$ cat src/rtl/uart_rx_fifo.sv
// uart_rx_fifo: oversampling UART receiver (5-8 data bits, optional parity, 1-2 stop bits)
// with sticky error flags and a first-word-fall-through receive FIFO.
module uart_rx_fifo #(
    parameter int DELAY_FRAMES = 8,
    parameter int DATA_BITS    = 8,
    parameter int PARITY       = 0,
    parameter int STOP_BITS    = 1,
    parameter int FIFO_DEPTH   = 4
) (
    input  logic                        clk,
    input  logic                        rst_n,
    input  logic                        uart_rx,
    output logic [DATA_BITS-1:0]        rx_data,
    output logic                        rx_valid,
    input  logic                        rx_ready,
    output logic [$clog2(FIFO_DEPTH):0] fifo_count,
    output logic                        busy,
    output logic                        frame_err,
    output logic                        parity_err,
    output logic                        overrun,
    input  logic                        clr_err
);
    localparam int            CW   = $clog2(DELAY_FRAMES);
    localparam int            AW   = $clog2(FIFO_DEPTH);
    localparam logic [CW-1:0] HALF = CW'(DELAY_FRAMES / 2 - 1);
    localparam logic [CW-1:0] LAST = CW'(DELAY_FRAMES - 1);

    typedef enum logic [2:0] {IDLE, START, DATA, PAR, STOP, BREAK} state_t;

    state_t               state;
    logic                 rx_m, rx_s;
    logic [CW-1:0]        cnt;
    logic [2:0]           bit_idx;
    logic                 stop_idx;
    logic [DATA_BITS-1:0] shreg;
    logic                 par_bad, commit;
    logic [DATA_BITS-1:0] mem [FIFO_DEPTH];
    logic [AW-1:0]        wptr, rptr;
    logic                 pop, good, push;

    always_ff @(posedge clk or negedge rst_n) begin
        if (!rst_n) begin
            rx_m <= 1'b1;
            rx_s <= 1'b1;
        end else begin
            rx_m <= uart_rx;
            rx_s <= rx_m;
        end
    end

    // commit pulses the cycle after the last good stop sample; the FIFO side resolves it
    always_ff @(posedge clk or negedge rst_n) begin
        if (!rst_n) begin
            state     <= IDLE;
            busy      <= 1'b0;
            cnt       <= '0;
            bit_idx   <= '0;
            stop_idx  <= 1'b0;
            shreg     <= '0;
            par_bad   <= 1'b0;
            commit    <= 1'b0;
            frame_err <= 1'b0;
        end else begin
            commit <= 1'b0;
            cnt    <= (cnt == LAST) ? '0 : cnt + 1'b1;
            if (clr_err) frame_err <= 1'b0;
            case (state)
                IDLE: if (!rx_s) begin
                    state   <= START;
                    busy    <= 1'b1;
                    cnt     <= '0;
                    par_bad <= 1'b0;
                end
                START: if (cnt == HALF) begin
                    state    <= rx_s ? IDLE : DATA;
                    busy     <= !rx_s;
                    cnt      <= '0;
                    bit_idx  <= '0;
                    stop_idx <= 1'b0;
                end
                DATA: if (cnt == LAST) begin
                    shreg   <= {rx_s, shreg[DATA_BITS-1:1]};
                    bit_idx <= bit_idx + 1'b1;
                    if (bit_idx == 3'(DATA_BITS - 1)) state <= (PARITY != 0) ? PAR : STOP;
                end
                PAR: if (cnt == LAST) begin
                    par_bad <= rx_s != ((^shreg) ^ (PARITY == 2));
                    state   <= STOP;
                end
                STOP: if (cnt == LAST) begin
                    stop_idx <= 1'b1;
                    if (!rx_s) begin
                        frame_err <= 1'b1;
                        state     <= BREAK;
                    end else if (stop_idx == 1'(STOP_BITS - 1)) begin
                        commit <= 1'b1;
                        state  <= IDLE;
                        busy   <= 1'b0;
                    end
                end
                BREAK: if (rx_s) begin
                    state <= IDLE;
                    busy  <= 1'b0;
                end
                default: begin
                    state <= IDLE;
                    busy  <= 1'b0;
                end
            endcase
        end
    end

    assign pop      = rx_valid & rx_ready;
    assign good     = commit & ~par_bad;
    assign push     = good & (~fifo_count[AW] | pop);
    assign rx_valid = |fifo_count;
    assign rx_data  = rx_valid ? mem[rptr] : '0;

    always_ff @(posedge clk) begin
        if (push) mem[wptr] <= shreg;
    end

    always_ff @(posedge clk or negedge rst_n) begin
        if (!rst_n) begin
            wptr       <= '0;
            rptr       <= '0;
            fifo_count <= '0;
            parity_err <= 1'b0;
            overrun    <= 1'b0;
        end else begin
            wptr       <= wptr + AW'(push);
            rptr       <= rptr + AW'(pop);
            fifo_count <= fifo_count + (AW + 1)'(push) - (AW + 1)'(pop);
            parity_err <= (commit & par_bad) | (parity_err & ~clr_err);
            overrun    <= (good & fifo_count[AW] & ~pop) | (overrun & ~clr_err);
        end
    end
endmodule

$ cat config.mk
export PLATFORM = sky130hd
export DESIGN_NAME = uart_rx_fifo
export DESIGN_NICKNAME = d
export VERILOG_FILES = /design/src/rtl/uart_rx_fifo.sv
export SDC_FILE = /design/constraint.sdc
export NUM_CORES = 1
export LEC_CHECK = 0
export ABC_CLOCK_PERIOD_IN_PS = 2000
export CAP_MARGIN = 40
export CORE_UTILIZATION = 40
export DETAILED_ROUTE_END_ITERATION = 8
export PLACE_DENSITY = 0.67
export SYNTH_ARGS = -nofsm -noshare
export SYNTH_HDL_FRONTEND = slang
export SYNTH_SLANG_ARGS = --single-unit
$ cat constraint.sdc
create_clock -name clk -period 2 [get_ports clk]
set_input_delay 0.3 -clock clk [delete_from_list [all_inputs] [get_ports clk]]
set_output_delay 0.3 -clock clk [all_outputs]
set_load 0.005 [all_outputs]
# Word level (Yosys, flattened, before mapping)
# Memories as Yosys holds them, arrays and structs flattened.
# Cells that the tools add are included.
dict set report op_classes {
  muxes 42
  n_bitwise 16
  reduce_logical 14
  shifts 0
  n_lt_le_gt_ge 0
  n_div 0
  multipliers 0
  add_sub_neg 6
  eq_ne 19
}
# op count
set ops {}
lappend ops {{$mux W3} 14}
lappend ops {{$mux W1} 20}
lappend ops {{$ne A2 B2 Y1 const B} 9}
lappend ops {{$pmux W3 S6} 1}
lappend ops {{$eq A3 B3 Y1 const B} 4}
lappend ops {{$pmux W3 S2} 2}
lappend ops {{$eq A3 B2 Y1 const B} 3}
lappend ops {{$reduce_and A3 Y1} 3}
lappend ops {{$and A1 B1 Y1} 8}
lappend ops {{$mux W8} 1}
lappend ops {{$reduce_and A8 Y1} 1}
lappend ops {{$reduce_xor A8 Y1} 1}
lappend ops {{$reduce_and A7 Y1} 1}
lappend ops {{$add A3 B1 Y3 const B} 2}
lappend ops {{$reduce_bool A2 Y1} 3}
lappend ops {{$not A1 Y1} 5}
lappend ops {{$pmux W1 S5} 1}
lappend ops {{$add A2 B1 Y2} 2}
lappend ops {{$pmux W1 S2} 2}
lappend ops {{$add A3 B1 Y3} 1}
lappend ops {{$eq A3 B1 Y1 const B} 1}
lappend ops {{$logic_not A3 Y1} 1}
lappend ops {{$ne A3 B3 Y1 const B} 1}
lappend ops {{$or A1 B1 Y1} 3}
lappend ops {{7 further kinds} 7}
dict set report totals {
  out_inout_bits 16
  elab_cells 114
  mem_bits_rw 32
  input_bits 5
  latch_bits 0
  regBits 33
  romBits 0
  n_memories 1
}
# name depth width rd rd_clocked_by_memory_dff wr line_no
set memory_table {}
lappend memory_table {mem 4 8 1 0 1 37} ;# logic [DATA_BITS-1:0] mem [FIFO_DEPTH];

# Longest topological paths before layout
dict set report logic_depth {
  ltp_word 6
  depth_mapped 10
  depth_no_buf 10
}

# Worst setup path before layout
# OpenSTA, ideal clock, no wires.
dict set report synth_timing {
  path_kind {reg2reg}
  from {register fifo_count[1]}
  to {register fifo_count[2]}
  setup_ns 0.124
  stages_incl_launch_ff 9
  required_ns 1.876
  slack_ns 0.072
  path_buffers 0
  t_arrival_ns 1.804
  synth_period_minus_slack_ns 1.928
  path_cell_list {dfrtp_1 > or3_1 > nand2_1 > a21o_1 > ha_1 > inv_1 > fa_1 > xnor2_1 > xnor2_1}
}
dict set report synth_via {
  elab_chain_len 6
}
# item line_no
set synth_rtl {}
lappend synth_rtl {{start, declared} 16} ;# output logic [$clog2(FIFO_DEPTH):0] fifo_count,
lappend synth_rtl {{start signal, assigned} 133} ;# fifo_count <= fifo_count + (AW + 1)'(push) - (AW + 1)'(pop);
lappend synth_rtl {{$reduce_or A3 Y1} 116} ;# assign rx_valid = |fifo_count;
lappend synth_rtl {{$and A1 B1 Y1} 113} ;# assign pop = rx_valid & rx_ready;
lappend synth_rtl {{$or A1 B1 Y1} 115} ;# assign push = good & (~fifo_count[AW] | pop);
lappend synth_rtl {{$and A1 B1 Y1} 115}
lappend synth_rtl {{$add A3 B1 Y3} 133}
lappend synth_rtl {{$sub A3 B1 Y3 (*)} 133}
# Mark *: on every way between the ends. The rest lies on a longest branch, timed or not.
# A chain may end at the register's enable or synchronous reset.

# Final worst setup path
dict set report layout_timing {
  from {register rptr[0]}
  to {output rx_data[6]}
}
dict set report layout_via {
  elab_chain_len 2
}
# item line_no
set layout_rtl {}
lappend layout_rtl {{start, declared} 38} ;# logic [AW-1:0] wptr, rptr;
lappend layout_rtl {{start signal, assigned} 132} ;# rptr <= rptr + AW'(pop);
lappend layout_rtl {{$mem_v2 Z4 W8} -}
lappend layout_rtl {{$mux W8} 117} ;# assign rx_data = rx_valid ? mem[rptr] : '0;
lappend layout_rtl {{end, declared} 13} ;# output logic [DATA_BITS-1:0] rx_data,
# Every way passes these cells.

==> results.txt <==
21 I/O pins were placed. For the standby leakage power, the log shows 1.462 nW. Setup repair after global routing could not meet its margin everywhere. The number of fillers in the final layout is 601, and the source-to-sink clock delay at the later pin of the worst-skew pair is 0.33 ns.

After synthesis, the share of flip-flops with an asynchronous set or reset is 50.77%. The run gives 0 as the number of hold violations in the final report. Summing the areas of all compound-gate instances in the mapped netlist gives 5.901% of the synthesized area. Dividing the detail-routed wire length by the instance count gives 13.36 microns.

The worst path buffer plus inverter count was 3; the minimum clock period after layout was 1.992 ns. The core region is 6794 sq um. The synthesized netlist devotes 8.538% of its cell area to simple gates.

The synthesized design contains 32 enable-type register cells. For this run, the post-layout net count is 254. Kind of cell with the highest combined delay on the critical path: multiplexers.

After legalization and detailed placement, the total HPWL measured 2.988 mm. The routed design has 4.557 mm of wire. The total die area is 7336 sq um, and the number of rows created at floorplan is 30. The floorplan step set the die width to 85.65 microns. The worst-case IR drop observed on VDD is 629.3 uV. The pin count of the biggest net entering global routing came out at 34. The class of the tightest hold or removal check is in -> async. Counting along the longest clock path gives a buffer depth of 2. The number of CTS-inserted buffers is 9. In the synthesized netlist, the number of instances is 190. After synthesis the netlist holds a flip-flop and latch count of 65. The tools report the number of nets in the synthesized netlist as 204. The standard cell with the maximum stage delay on the critical path was mux4_2. After clock tree synthesis, the flow added hold-fix buffers numbering 0. In this run the vertical extent of the chip is 85.65 microns. During placement, the flow inserted port buffers numbering 20.

Setup violations remaining at the end of the flow were counted as 0. The number of slew-limit violations in the final report was 0; the normalized max-slew margin was 71.34%. Once placement completed, the tool counted placed cells totaling 317.

After synthesis, flip-flops and latches occupy 63.92% of the total area. The tree is rooted in a clkbuf_8. The most numerous cell type found on the critical path is buf_6. Main combinational cell family by area after synthesis: multiplexers.

Across the routed clock network, the largest skew measured is 0.005463 ns. The run gives 39 as the count of distinct cell types in the synthesized netlist. The detailed router placed 1617 vias in this run.

For this run, the top clock speed supported by timing is 502.1 MHz. Across the run, the number of max-cap violations was 0. The run gives 43 as the detailed router's first-iteration violation count.

The final critical path takes up 99.59% of the cycle. Design area: 3552 sq um. Averaged over all synthesized cells, the footprint is 14.73 sq um. Routability-driven placement finished with a final weighted congestion of 0.7511. Among all flip-flop cells after synthesis, the most frequent one is edfxtp_1.

The number of standard cells in the layout, taps in and fillers out is 341. The tools report the initial core utilization as 41.20%. The number of global-route vias before repair was 1708.

STA classifies the critical path startpoint as a flop. Summed over all failing endpoints, the final setup total negative slack is 0 ns. The first global-routing pass estimated 8.114 mm of wire. The largest single stage delay on the critical path is 0.48 ns. The final worst slack is 0.008171 ns. The run finished with clean final reports. Cells with a size suffix above 1 make up 33.88% of the layout. Dividing total power by cell area gives a power density of 1295 nW/um^2. The tools report the number of design rule violations left after detail routing as 0. Global routing used 14.78% of the available tracks. The clock drives 65 sinks.

The category of the critical setup timing path was reg -> out. The multiplexer fraction of the synthesized cell area was 10.42%. For the total grt overflow, the log shows 0.

Data on the critical path is required at its endpoint by 1.70 ns. Maximum fanout count along the critical path: 3. The tools report the endpoint class of the critical path as an output pin. 0 antenna diodes ended up in the layout. The synthesized netlist occupies a cell area of 2799 sq um. Dividing the detail-routed via count by the number of cells gives 4.742. Fraction of synthesized cell area in xor and xnor cells: 4.247%. The post-synthesis share of cell area spent on full adders, half adders and majority gates is 4.291%, and the number of levels in the clock H-tree is 3. The tools report the worst setup timing slack at the placement stage as -0.1634 ns. During synthesis, Yosys emitted a total of 0 warnings. The synthesis-to-finish area growth was 26.91%; the number of antenna violations at the first check in global routing was 0.

For the pin with the worst max-slew slack, the measured transition is 0.4300 ns. The final antenna-violating net count was 0; the clock slew at the register clock pins of the worst setup and hold paths was 0.07 ns. Data arrives at the worst endpoint at 1.69 ns. The cell area after placement is 3224 sq um, and the overall power is 4.599 mW. The signal on the critical path passes through buf_6, buf_6, mux4_2, and2_4, buf_6. The tools report the detailed-routing iteration count for the pre-antenna-repair pass as 4. TritonCTS built the clock tree.
[Yosys cell counts, types with 3 or more instances]
cell	count	share of area, %
edfxtp_1	32	34
dfrtp_1	31	28
inv_1	10	1.3
and2_1	9	2.0
mux2_2	9	3.6
ha_1	8	3.6
mux4_2	8	6.4
xnor2_1	8	2.5
nand2_1	7	0.94
nand2b_1	7	1.6
nor2_1	7	0.94
a21oi_1	6	1.1
o21ai_0	5	0.89
clkbuf_1	4	0.54
buf_2	3	0.54
nor3_1	3	0.54
xor2_1	3	0.94
[path summary, 6_finish.rpt]
path	from	end	slack (ns)	cells after the start
setup reg to reg	fifo_count[2]	fifo_count[2]	0.09	8
hold / removal	rst_n	bit_idx[0]	0.36	2
min in group clk	rx_m	rx_s	0.36	0
setup / recovery	rptr[0]	rx_data[6]	0.008	5
hold reg to reg	rx_m	rx_s	0.36	0
max in group asynchronous	rst_n	rx_s	1.30	2
[placed cells by master (no fill, tap or decap), drive strengths merged, types with 3 or more instances in the layout]
cell	n
nand2	7
xnor2	8
edfxtp	32
ha	8
mux4	8
nor2	7
nand2b	7
mux2	9
dfrtp	31
nor3	3
inv	10
clkbuf	12
o21ai	5
xor2	3
buf	34
and2	9
clkdlybuf4s50	11
a21oi	6
[sequential cells by signal (all words and copies together), names as in the netlist]
signal and cells:
par_bad 1, frame_err 1, shreg 8, rx_m 1
busy 1, rx_s 1, cnt 3, fifo_count 3
rptr 2, bit_idx 3, overrun 1, mem 32
stop_idx 1, state 3, commit 1, wptr 2
parity_err 1
[layer usage]
metal,wire length [microns],global-route usage [%]
met1,1928,16.54
met5,0,0
met4,46,5.303
met2,2397,25.96
met3,184,5.390
[where the power goes]
part           leakage, nW  switching, mW  internal [mW]
combinational        0.658          0.558           1.06
sequential           0.703          0.218           1.58
clock                0.101          0.481          0.700
total                 1.46           1.26           3.34
[cell type report]
class	instances	area [sq um]	area share, %
clock buffers	11	131.4	3.698
clock inverters	5	80.08	2.254
inverters	10	37.54	1.057
multi-input cells	107	967.2	27.23
flip-flops and latches	65	1790	50.41
well taps	96	120.1	3.381
repair buffers	47	425.4	11.98
[worst reg2reg max path: stages, from the launching register on]
cell and delay, ns:
dfrtp_1 0.39, or3_4 0.40, nand2_2 0.09, a21o_1 0.11, ha_1 0.13, inv_1 0.05
fa_2 0.35, xnor2_2 0.15, xnor2_1 0.13
[cells by family (layout without fill, tap and decap cells)]
logic type | after synthesis | count (layout)
xor+xnor | 12 | 12
fa+ha+maj | 9 | 9
compound gates | 24 | 24
buf+inv | 18 | 73
flops | 65 | 65
simple gates | 44 | 44
mux | 18 | 18
[through the flow]
step | hold slack [ns] | utilization [%]
after floorplan | 0.004409 | -
after global placement | 0.3469 | 47.46
after detailed placement | 0.3470 | 47.46
after CTS | 0.3568 | 51.44
after global routing | 0.3533 | 52.28
final | 0.3564 | 52.28
[timing repair]
item                       CTS  global route
setup endpoints to repair    9             9
setup buffers                7             1
hold endpoints to repair     0             0
pin swaps                    8             2
gates resized for setup     40            14
Note: power is estimated with default switching activity, not from simulation.
